File: src/rtl/text_overlay.sv
// Character-cell text overlay: buffered glyph codes are rendered over the live pixel stream.
// Latency: text_on/text_rgb follow the x,y sample by 2 clk cycles, in or out of the text region.
// Backpressure: wr_ready drops while the buffer is being swept clear and in any cycle clr is high.

// Synchronous glyph ROM, 8x16 cells, MSB is the leftmost pixel; codes without an entry render blank.
// Latency: data is registered, 1 clk after addr.
// Backpressure: none, one lookup per cycle.
module ascii_rom (
    input  logic        clk,
    input  logic [10:0] addr,
    output logic [7:0]  data
);

    // Registered font lookup, address = {code[6:0], glyph line[3:0]}
    always_ff @(posedge clk) begin
        case (addr)
            {7'h41, 4'd2}:  data <= 8'h10;
            {7'h41, 4'd3}:  data <= 8'h38;
            {7'h41, 4'd4}:  data <= 8'h6C;
            {7'h41, 4'd5}:  data <= 8'hC6;
            {7'h41, 4'd6}:  data <= 8'hC6;
            {7'h41, 4'd7}:  data <= 8'hFE;
            {7'h41, 4'd8}:  data <= 8'hC6;
            {7'h41, 4'd9}:  data <= 8'hC6;
            {7'h41, 4'd10}: data <= 8'hC6;
            {7'h41, 4'd11}: data <= 8'hC6;
            {7'h48, 4'd2}:  data <= 8'hC6;
            {7'h48, 4'd3}:  data <= 8'hC6;
            {7'h48, 4'd4}:  data <= 8'hC6;
            {7'h48, 4'd5}:  data <= 8'hC6;
            {7'h48, 4'd6}:  data <= 8'hC6;
            {7'h48, 4'd7}:  data <= 8'hFE;
            {7'h48, 4'd8}:  data <= 8'hC6;
            {7'h48, 4'd9}:  data <= 8'hC6;
            {7'h48, 4'd10}: data <= 8'hC6;
            {7'h48, 4'd11}: data <= 8'hC6;
            default:        data <= 8'h00;
        endcase
    end

endmodule

module text_overlay #(
    parameter int          COLS         = 16,
    parameter int          ROWS         = 4,
    parameter int          SCALE_SHIFT  = 1,
    parameter int          X0           = 64,
    parameter int          Y0           = 32,
    parameter int          BLINK_FRAMES = 30,
    parameter logic [11:0] FG           = 12'hF00,
    parameter logic [11:0] BG           = 12'h0FF,
    localparam int         NCELL        = COLS * ROWS,
    localparam int         AW           = (NCELL > 1) ? $clog2(NCELL) : 1
) (
    input  logic          clk,
    input  logic          reset_n,
    input  logic [9:0]    x,
    input  logic [9:0]    y,
    input  logic          frame_tick,
    input  logic          wr_valid,
    input  logic [AW-1:0] wr_addr,
    input  logic [7:0]    wr_char,
    output logic          wr_ready,
    input  logic          clr,
    output logic          text_on,
    output logic [11:0]   text_rgb
);

    localparam int S  = SCALE_SHIFT;
    localparam int CW = 8 << S;
    localparam int CH = 16 << S;
    // Region bounds held at 16 bits: the far edge can lie beyond the 10-bit pixel range
    localparam logic [15:0] X_LO = 16'(X0);
    localparam logic [15:0] X_HI = 16'(X0 + COLS * CW);
    localparam logic [15:0] Y_LO = 16'(Y0);
    localparam logic [15:0] Y_HI = 16'(Y0 + ROWS * CH);
    localparam logic [AW:0]   NCELL_W = (AW + 1)'(NCELL);
    localparam logic [AW-1:0] LAST    = AW'(NCELL - 1);
    localparam int            BW      = $clog2(BLINK_FRAMES + 1);
    localparam logic [BW-1:0] BLAST   = BW'(BLINK_FRAMES - 1);

    typedef enum logic {ST_CLEAR, ST_IDLE} state_t;

    state_t          state;
    logic [AW-1:0]   clr_addr;
    logic            mem_we;
    logic [AW-1:0]   mem_wa;
    logic [7:0]      mem_wd;
    logic [7:0]      mem [NCELL];
    logic [7:0]      rd_char;
    logic [AW-1:0]   rd_addr;
    logic [15:0]     xw, yw, dx, dy;
    logic            in_region;
    logic [2:0]      gbit;
    logic [3:0]      gline;
    logic            s1_vld;
    logic [2:0]      s1_bit;
    logic [3:0]      s1_line;
    logic            s2_vld;
    logic [2:0]      s2_bit;
    logic            s2_blink;
    logic            s2_nz;
    logic [7:0]      rom_data;
    logic [BW-1:0]   blink_cnt;
    logic            blink_phase;
    logic            wr_in_range;

    // Pixel position to cell index and glyph coordinates; out-of-region reads are parked on cell 0
    always_comb begin
        xw        = {6'd0, x};
        yw        = {6'd0, y};
        dx        = xw - X_LO;
        dy        = yw - Y_LO;
        in_region = (xw >= X_LO) && (xw < X_HI) && (yw >= Y_LO) && (yw < Y_HI);
        gbit      = 3'(dx >> S);
        gline     = 4'(dy >> S);
        rd_addr   = in_region ? AW'((dy >> (4 + S)) * 16'(COLS) + (dx >> (3 + S))) : '0;
    end

    assign wr_ready    = (state == ST_IDLE) && !clr;
    assign wr_in_range = {1'b0, wr_addr} < NCELL_W;

    // Control FSM: clear sweep one cell per cycle, then accept host writes
    always_ff @(posedge clk or negedge reset_n) begin
        if (!reset_n) begin
            state    <= ST_CLEAR;
            clr_addr <= '0;
        end else begin
            case (state)
                ST_CLEAR: begin
                    // clr is deliberately ignored here so a sweep always runs to the end
                    if (clr_addr == LAST) begin
                        state    <= ST_IDLE;
                        clr_addr <= '0;
                    end else begin
                        clr_addr <= clr_addr + AW'(1);
                    end
                end
                ST_IDLE: begin
                    if (clr) begin
                        state    <= ST_CLEAR;
                        clr_addr <= '0;
                    end
                end
                default: begin
                    state    <= ST_CLEAR;
                    clr_addr <= '0;
                end
            endcase
        end
    end

    // Buffer write port select: sweep zeros, or an accepted in-range host write
    always_comb begin
        mem_we = 1'b0;
        mem_wa = clr_addr;
        mem_wd = 8'h00;
        if (state == ST_CLEAR) begin
            mem_we = 1'b1;
        end else if (wr_valid && wr_ready && wr_in_range) begin
            mem_we = 1'b1;
            mem_wa = wr_addr;
            mem_wd = wr_char;
        end
    end

    // Character buffer; the read samples pre-write contents on an address collision
    always_ff @(posedge clk) begin
        if (mem_we) begin
            mem[mem_wa] <= mem_wd;
        end
        rd_char <= mem[rd_addr];
    end

    // Stage 1: region flag and glyph coordinates aligned with the buffer read
    always_ff @(posedge clk or negedge reset_n) begin
        if (!reset_n) begin
            s1_vld  <= 1'b0;
            s1_bit  <= 3'd0;
            s1_line <= 4'd0;
        end else begin
            s1_vld  <= in_region;
            s1_bit  <= gbit;
            s1_line <= gline;
        end
    end

    ascii_rom u_rom (
        .clk  (clk),
        .addr ({rd_char[6:0], s1_line}),
        .data (rom_data)
    );

    // Stage 2: flags and character attributes aligned with the ROM output
    always_ff @(posedge clk or negedge reset_n) begin
        if (!reset_n) begin
            s2_vld   <= 1'b0;
            s2_bit   <= 3'd0;
            s2_blink <= 1'b0;
            s2_nz    <= 1'b0;
        end else begin
            s2_vld   <= s1_vld;
            s2_bit   <= s1_bit;
            s2_blink <= rd_char[7];
            s2_nz    <= |rd_char[6:0];
        end
    end

    // Blink timebase: phase flips every BLINK_FRAMES frame ticks
    always_ff @(posedge clk or negedge reset_n) begin
        if (!reset_n) begin
            blink_cnt   <= '0;
            blink_phase <= 1'b0;
        end else if (frame_tick) begin
            if (blink_cnt == BLAST) begin
                blink_cnt   <= '0;
                blink_phase <= ~blink_phase;
            end else begin
                blink_cnt <= blink_cnt + BW'(1);
            end
        end
    end

    // Pixel output from registered state only; code 0 is forced blank regardless of font
    always_comb begin
        text_on  = s2_vld && s2_nz && rom_data[3'd7 - s2_bit] && !(s2_blink && blink_phase);
        text_rgb = text_on ? FG : BG;
    end

endmodule

File: config.mk
export PLATFORM = sky130hd
export DESIGN_NAME = text_overlay
export DESIGN_NICKNAME = d
export VERILOG_FILES = /design/src/rtl/text_overlay.sv
export SDC_FILE = /design/constraint.sdc
export NUM_CORES = 1
export LEC_CHECK = 0
export ABC_AREA = 1
export CAP_MARGIN = 10
export CELL_PAD_IN_SITES_DETAIL_PLACEMENT = 1
export CELL_PAD_IN_SITES_GLOBAL_PLACEMENT = 1
export CORE_ASPECT_RATIO = 1.1
export CORE_UTILIZATION = 35
export DETAILED_ROUTE_END_ITERATION = 6
export HOLD_SLACK_MARGIN = 0.03
export PLACE_DENSITY = 0.74
export SLEW_MARGIN = 30
export SYNTH_ARGS = -nofsm -noshare
export SYNTH_HDL_FRONTEND = slang
export SYNTH_SLANG_ARGS = --single-unit
File: constraint.sdc
create_clock -name clk -period 2.9 [get_ports clk]
set_input_delay 0.725 -clock clk [delete_from_list [all_inputs] [get_ports clk]]
set_output_delay 0.725 -clock clk [all_outputs]
set_load 0.005 [all_outputs]
==> results of run 1 <==
==> kinds of logic after synthesis <==
group / Yosys count / synth area share
and+or+nand+nor: 1201 / 0.224
buffers and inverters: 589 / 0.0957
DFF: 551 / 0.659
AOI/OAI and AO/OA: 76 / 0.0163
xor gates and xnor gates: 8 / 0.00283
adders and majority gates: 6 / 0.00303
==> layout make-up <==
cell class              count  area [um2]  share of cell area
flip-flops and latches    551       16300               0.537
repair buffers            290        2860              0.0944
multi-input cells        1291        6530               0.216
well taps                 927        1160              0.0383
inverters                 445        1670              0.0552
clock buffers              73        1500              0.0493
clock inverters            33         298             0.00982
==> repair_timing <==
item,CTS,global route
setup buffers,7,5
cloned,0,2
pin swaps,3,15
resized for setup,33,102
endpoints found under the setup margin,20,15
==> critical path: stages (launching register included) <==
cell	delay, ns
dfrtp_1	0.42
inv_2	0.10
nand2_4	0.06
a21oi_2	0.14
a32o_2	0.17
nand4_1	0.16
buf_6	0.17
buf_6	0.11
buf_6	0.11
buf_6	0.10
==> report_power, final <==
part           internal, mW  switching, mW
Clock                  4.01           3.14
Sequential             9.28          0.195
Combinational          1.00           1.87
==> worst paths after layout <==
path | from | to | slack, ns | cells past startpoint
worst max-delay path | s2_bit[0] | text_rgb[7] | 0.004 | 9
worst min-delay path | s1_vld | s2_vld | 0.34 | 0
worst max register to register | state | mem[30][0] | 0.16 | 11
worst min register to register | s1_vld | s2_vld | 0.34 | 0
max in group asynchronous | reset_n | blink_phase | 2.13 | 2
min in group asynchronous | reset_n | clr_addr[2] | 0.48 | 2
==> registers in the layout, summed over array words and instances (netlist names) <==
name / count
s2_vld: 1
s1_bit: 3
mem: 512
state: 1
s2_nz: 1
s2_blink: 1
clr_addr: 6
s1_line: 4
u_rom.data: 4
blink_phase: 1
blink_cnt: 5
s2_bit: 3
s1_vld: 1
rd_char: 8
==> routing by layer <==
layer	part of all wire	track usage
met4	0.038	0.0944
met5	0	0
met1	0.40	0.256
met3	0.052	0.0299
met2	0.51	0.368
==> synthesized netlist by cell type (3+ instances only) <==
master,n
o21ai_0,57
nor2_1,207
xnor2_1,4
buf_4,18
nor4_1,6
nand3_1,405
nand4_1,134
ha_1,6
nand2_1,394
a21oi_1,5
o22ai_1,4
nand3_2,3
inv_1,441
dfxtp_1,12
dfrtp_1,27
o21ai_1,4
or2_2,38
clkbuf_1,48
xor2_1,4
nor2_4,3
edfxtp_1,512
buf_2,65
nor3_1,6
buf_1,12
==> layout by cell type (no fill, tap or decap), drive strengths merged, types with 12 or more instances in the layout <==
| cell type | count |
|---|---|
| buf | 242 |
| clkbuf | 80 |
| clkdlybuf4s50 | 35 |
| clkinv | 27 |
| dfrtp | 27 |
| dfxtp | 12 |
| edfxtp | 512 |
| inv | 444 |
| nand2 | 396 |
| nand3 | 408 |
| nand4 | 134 |
| nor2 | 211 |
| o21ai | 62 |
| or2 | 39 |
==> results by group, run 1 <==
Status
  • Status: finished clean

GRT
  • Initial antenna violation count: 0
  • Largest net degree at the start of global routing: 119
  • GRT Total Usage: 0.210
  • Total global routing overflow: 0
  • First-pass GRT wire length: 116000 um
  • Vias in the first global route: slightly below 20000

Timing
  • Worst setup margin: ~0.0035 ns
  • Fin. Hold Viols: 0
  • Fin crit period: 2.90 ns
  • RSZ-0062 raised after global routing: true
  • Fin crit share: 0.999
  • Max_slew headroom: 0.392
  • Fin Hold WS: 0.340 ns
  • Max-slew violations: 0
  • Final setup vio count: 0
  • Max Freq: 345 MHz
  • Post-route setup TNS: 0 ns
  • Worst Tran Pin Value: 0.911 ns
  • Layout Skew: about 0.027 ns

Cells and area
  • Fillers: 7645
  • Fraction of layout cells with a size suffix above 1: 0.174
  • Area Growth Syn to Fin: 22.5%
  • Non-filler instance count after layout: 3610
  • Nets: 2680
  • Cell area after layout: 30300 um2
  • Final core occ: 0.436
  • ANT cells: 0

Critical path
  • Startpoint Class: register
  • Data required time of the worst path: 2.17 ns
  • CP arrival: between 2 and 2.5 ns
  • Critical path endpoint category: primary output
  • Crit Path Category: register to primary output
  • Worst Path Max Fanout: 3

Route
  • Total Routed Length: 75900 um
  • DR vias/cell: 5.16
  • Per-cell routed wire length: 21.0 um
  • DRT antenna net count: 0
  • DR pass1 iterations: 5
  • Vias post-DR: between 15000 and 20000
  • DR DRC count: 0
  • Drt first-iter violations: 1525

Synthesis
  • Syn Area/Cell: 10.2 um2
  • Synth area leader: edfxtp_1
  • Number of enable flip-flop cells after synthesis: 512
  • Synth Instances: 2431
  • Distinct cell type count after synthesis: 38
  • Post-Syn Area: around 25000 um2
  • Synth top area share: 0.621
  • Synth Register Bits: around 550
  • FFs w/ async S/R, synth: 0.0490
  • Post-synth top flop: edfxtp_1
  • Seq/Total Area, Yosys: 0.659
  • Syn Nets: 2476
  • Synth area leaders: edfxtp_1 (62%), nand3_1 (8.2%), inv_1 (6.7%), nand2_1 (6.0%), nand4_1 (3.4%)
  • Warnings, synthesis: 0

CTS
  • Worst skew pair latency: 0.65 ns
  • Reg clk slew, reported paths: around 0.060 ns
  • Worst-case clock buffer depth: 3
  • CTS root buf: clkbuf_16
  • Number of buffers created by CTS: 56
  • Clock sinks: about 550
  • Post-CTS Hold Fix Bufs: 0
  • H-tree depth: 2
  • CTS tree: built

Placement
  • Port Buffer Count: 51
  • Gpl congestion: 0.890
  • DPL Wire Length: 47700 um
  • DP Area: approximately 28000 um2
  • Inst Count DP: about 3500
  • Setup slack at placement: -0.772 ns

Power
  • Pwr per Cell Area: 643 nW/um2
  • Peak VDD IR: 0.435 mV
  • Post-layout power: 19.5 mW
  • Lkg Pwr: 12.7 nW

Floorplanning
  • Die height: between 200 and 300 um
  • Die area: between 70000 and 80000 um2
  • Floorplan core area: between 60000 and 70000 um2
  • Initial core utilization: 0.356
  • Io pins: between 50 and 60
  • Die X: ~260 um
  • Row count: roughly 100

Min path
  • Hold Path Class: register to register

Job
  • Max Cap Viol: 0
Power figures use the tool's default switching activity.
==> run 2, diff against run 1 <==
--- a/config.mk
+++ b/config.mk
@@ -11,6 +11,7 @@
 export CELL_PAD_IN_SITES_GLOBAL_PLACEMENT = 1
 export CORE_ASPECT_RATIO = 1.1
 export CORE_UTILIZATION = 35
+export CTS_CLUSTER_DIAMETER = 40
 export DETAILED_ROUTE_END_ITERATION = 6
 export HOLD_SLACK_MARGIN = 0.03
 export PLACE_DENSITY = 0.74
==> run 2 against run 1 <==
Against the previous run:
- sequential share of layout area down 1.7 points
- clock skew is 0.0079 ns lower
- flip-flop and latch count stayed put
- core utilization increased by 1.4 points
- highest routed layer unchanged
- cell area grew 3.2%
- routed wire length up 4.0%
- the run now ends with negative setup slack left
==> results by group, run 2 (same netlist as run 1, synthesis figures left out) <==
CTS
  • Worst-case clock buffer depth: 3 (unchanged)
  • Clock sinks: 551 (unchanged)
  • Reg clk slew, reported paths: 0.06 ns (about the same)
  • Worst skew pair latency: 0.63 ns (-0.02 ns)
  • Number of buffers created by CTS: 79 (+41%)
  • CTS root buf: clkbuf_16
  • CTS tree: built
  • Post-CTS Hold Fix Bufs: 0 (unchanged)
  • H-tree depth: 3 (+1)

Power
  • Sw power: 5.92 mW (+14%)
  • Lkg Pwr: 13.3 nW (+4.3%)
  • Gate power share: 0.131 (-0.017)
  • Power share of the sequential group: 0.430 (-0.056)
  • Peak VDD IR: 0.422 mV (-3.1%)
  • Sw Share: 0.269 (+0.00150)
  • Total internal power: 16.1 mW (+13%)
  • Clk pwr share: 0.438 (+0.071)
  • Pwr per Cell Area: 704 nW/um2 (+9.5%)

Critical path
  • CP arrival: 2.18 ns (about the same)
  • Reg2reg start: state
  • Buf+Inv Stages, Crit Path: 4 (-1)
  • Startpoint Class: register
  • Largest stage delay, worst path: 0.42 ns (about the same)
  • Worst Path Max Fanout: 4 (+1)
  • Critical-path top delay cell: dfrtp_1
  • Largest delay share family, worst path: buffers and inverters
  • Cells on worst reg2reg path: 12 (+1)
  • Critical path endpoint category: primary output
  • FF-to-FF End: mem[41][3]
  • Reg2Reg Setup Slack: 0.19 ns (+0.03 ns)
  • Crit-path cells: inv_2 > nand2_2 > a21oi_2 > a32o_2 > nand4_1 > buf_6 > buf_4 > dlygate4sd2_1
  • Data required time of the worst path: 2.17 ns (about the same)
  • Crit Path Category: register to primary output

Route
  • DRT antenna net count: 0 (unchanged)
  • Drt first-iter violations: 1731 (+14%)
  • DR pass1 iterations: 5 (unchanged)
  • DR vias/cell: 5.22 (+1.2%)
  • Vias post-DR: 19200 (+2.8%)
  • Total Routed Length: 78900 um (+4.0%)
  • DR DRC count: 0 (unchanged)
  • Per-cell routed wire length: 21.5 um (+2.3%)

GRT
  • Total global routing overflow: 0 (unchanged)
  • First-pass GRT wire length: 118000 um (+2.1%)
  • Initial antenna violation count: 0 (unchanged)
  • Vias in the first global route: 20200 (+1.9%)
  • GRT Total Usage: 0.215 (+0.00556)
  • Largest net degree at the start of global routing: 119 (unchanged)

Cells and area
  • Fraction of layout cells with a size suffix above 1: 0.183 (+0.00872)
  • Final core occ: 0.450 (+0.0142)
  • Max reg flops: 512 (unchanged)
  • Largest regs: mem x512, rd_char x8, clr_addr x6
  • Area Growth Syn to Fin: 26.5%
  • Commonest non-fill, non-tap cells in the layout: edfxtp_1 (512), inv_1 (436), nand2_1 (390)
  • ANT cells: 0 (unchanged)
  • Largest Register: mem
  • Nets: 2720 (+1.5%)
  • Fillers: 7562 (-1.1%)
  • Most common cell after layout, fill and taps aside: edfxtp_1

Timing
  • Fin. Hold Viols: 0 (unchanged)
  • Layout Skew: 0.0195 ns (-0.00789 ns)
  • Worst setup margin: -0.00246 ns (-0.00600 ns)
  • Max_slew headroom: 0.386 (-0.00520)
  • Max-slew violations: 0 (unchanged)
  • Fin crit share: 1.00 (+0.00207)
  • RSZ-0062 raised after global routing: true
  • Worst Tran Pin Value: 0.918 ns (+0.00778 ns)
  • Max Freq: 345 MHz (-0.21%)
  • Final setup vio count: 2 (+2)
  • Fin crit period: 2.90 ns (+0.00600 ns)
  • Fin Hold WS: 0.345 ns (+0.00547 ns)

Placement
  • Port Buffer Count: 51 (unchanged)
  • Gpl congestion: 0.890 (unchanged)
  • DPL Wire Length: 47700 um (unchanged)

Status
  • Status: finished with violations
  • Failing checks: negative setup slack

Job
  • Max Cap Viol: 0 (unchanged)

Floorplanning
  • Floorplan core area: 69500 um2 (unchanged)
  • Die area: 71800 um2 (unchanged)
  • Die X: 255 um (unchanged)
  • Die height: 281 um (unchanged)
  • Row count: 101 (unchanged)
  • Io pins: 53 (unchanged)
  • Initial core utilization: 0.356 (unchanged)

Min path
  • Hold Crit Depth: 0 (unchanged)
  • Hold Path Class: register to register
  • Hold_sp: s1_vld
  • Hold EP: s2_vld
[run 2: changes by cell type in the layout (fill, tap and decap cells not counted), sizes merged]
| cell | previous run | this run |
|---|---|---|
| inv | 444 | 461 |
| clkbuf | 80 | 96 |
| buf | 242 | 250 |
| clkdlybuf4s15 | 0 | 4 |
| clkinvlp | 3 | 7 |
| bufinv | 4 | 7 |
| clkinv | 27 | 30 |
| dlymetal6s2s | 2 | 5 |
| bufbuf | 0 | 2 |
| dlygate4sd2 | 4 | 2 |
[run 2: stage by stage]
stage	instance area (um2)	instances	worst slack, ns	TNS, ns	power, mW
floorplan	24800	2431	-0.352	-180.06	10.9
global placement	28000	3490	-0.663	-112.28	12.3
detailed placement	28000	3490	-0.772	-156.43	12.4
CTS	30800	3650	-0.0922	-0.363	22.1
global route	31300	3668	-0.0657	-0.147	22.7
finish	31300	3668	-0.00246	-0.00303	22.0
[run 2: layer usage]
metal / routed length (um) / global-route usage / up-vias
li1: - / - / 8619
met1: 31200 / 0.260 / 9692
met2: 40100 / 0.379 / 689
met3: 4550 / 0.0287 / 165
met4: 3000 / 0.105 / 0
met5: 0 / 0 / -
[run 2: layout make-up]
type / instances / area (um2) / area share
Sequential cell: 551 / 16300 / 0.521
Multi-Input combinational cell: 1291 / 6370 / 0.204
Timing Repair Buffer: 307 / 3130 / 0.100
Clock buffer: 87 / 2040 / 0.0651
Inverter: 445 / 1680 / 0.0537
Tap cell: 927 / 1160 / 0.0371
Clock inverter: 60 / 624 / 0.0199
[run 2: worst max path at each step]
stage | endpoint | start | cells after the start | slack [ns]
2_1_floorplan | mem[0][0] | clr | 5 | -0.35
3_3_place_gp | rd_char[2] | x[6] | 16 | -0.66
3_5_place_dp | rd_char[2] | x[6] | 16 | -0.77
4_1_cts | text_rgb[3] | s2_bit[0] | 7 | -0.09
5_1_grt | text_rgb[6] | s2_bit[0] | 8 | -0.07
6_report | text_rgb[6] | s2_bit[0] | 8 | -0.002
[run 2: worst reg2reg max path, delay by kind of cell (launching register included)]
family	cells	cell delay (ns)
buffers and inverters	6	1.02
AND/OR/NAND/NOR	5	0.74
flip-flops	1	0.47
AO/OA/AOI/OAI	1	0.18
[run 2: power groups by stage]
stage / clock, mW / sequential [mW] / combinational (mW)
floorplan: 0 / 9.58 / 1.28
global placement: 0 / 9.60 / 2.66
detailed placement: 0 / 9.63 / 2.79
CTS: 9.77 / 9.48 / 2.84
global route: 10.0 / 9.52 / 3.10
finish: 9.66 / 9.48 / 2.90
[run 2: what timing repair did]
item | in CTS | in global routing
pin swaps | 3 | 7
gates resized for setup | 22 | 65
cloned | 2 | 5
buffers inserted | 11 | 15
endpoints found under the setup margin | 19 | 20
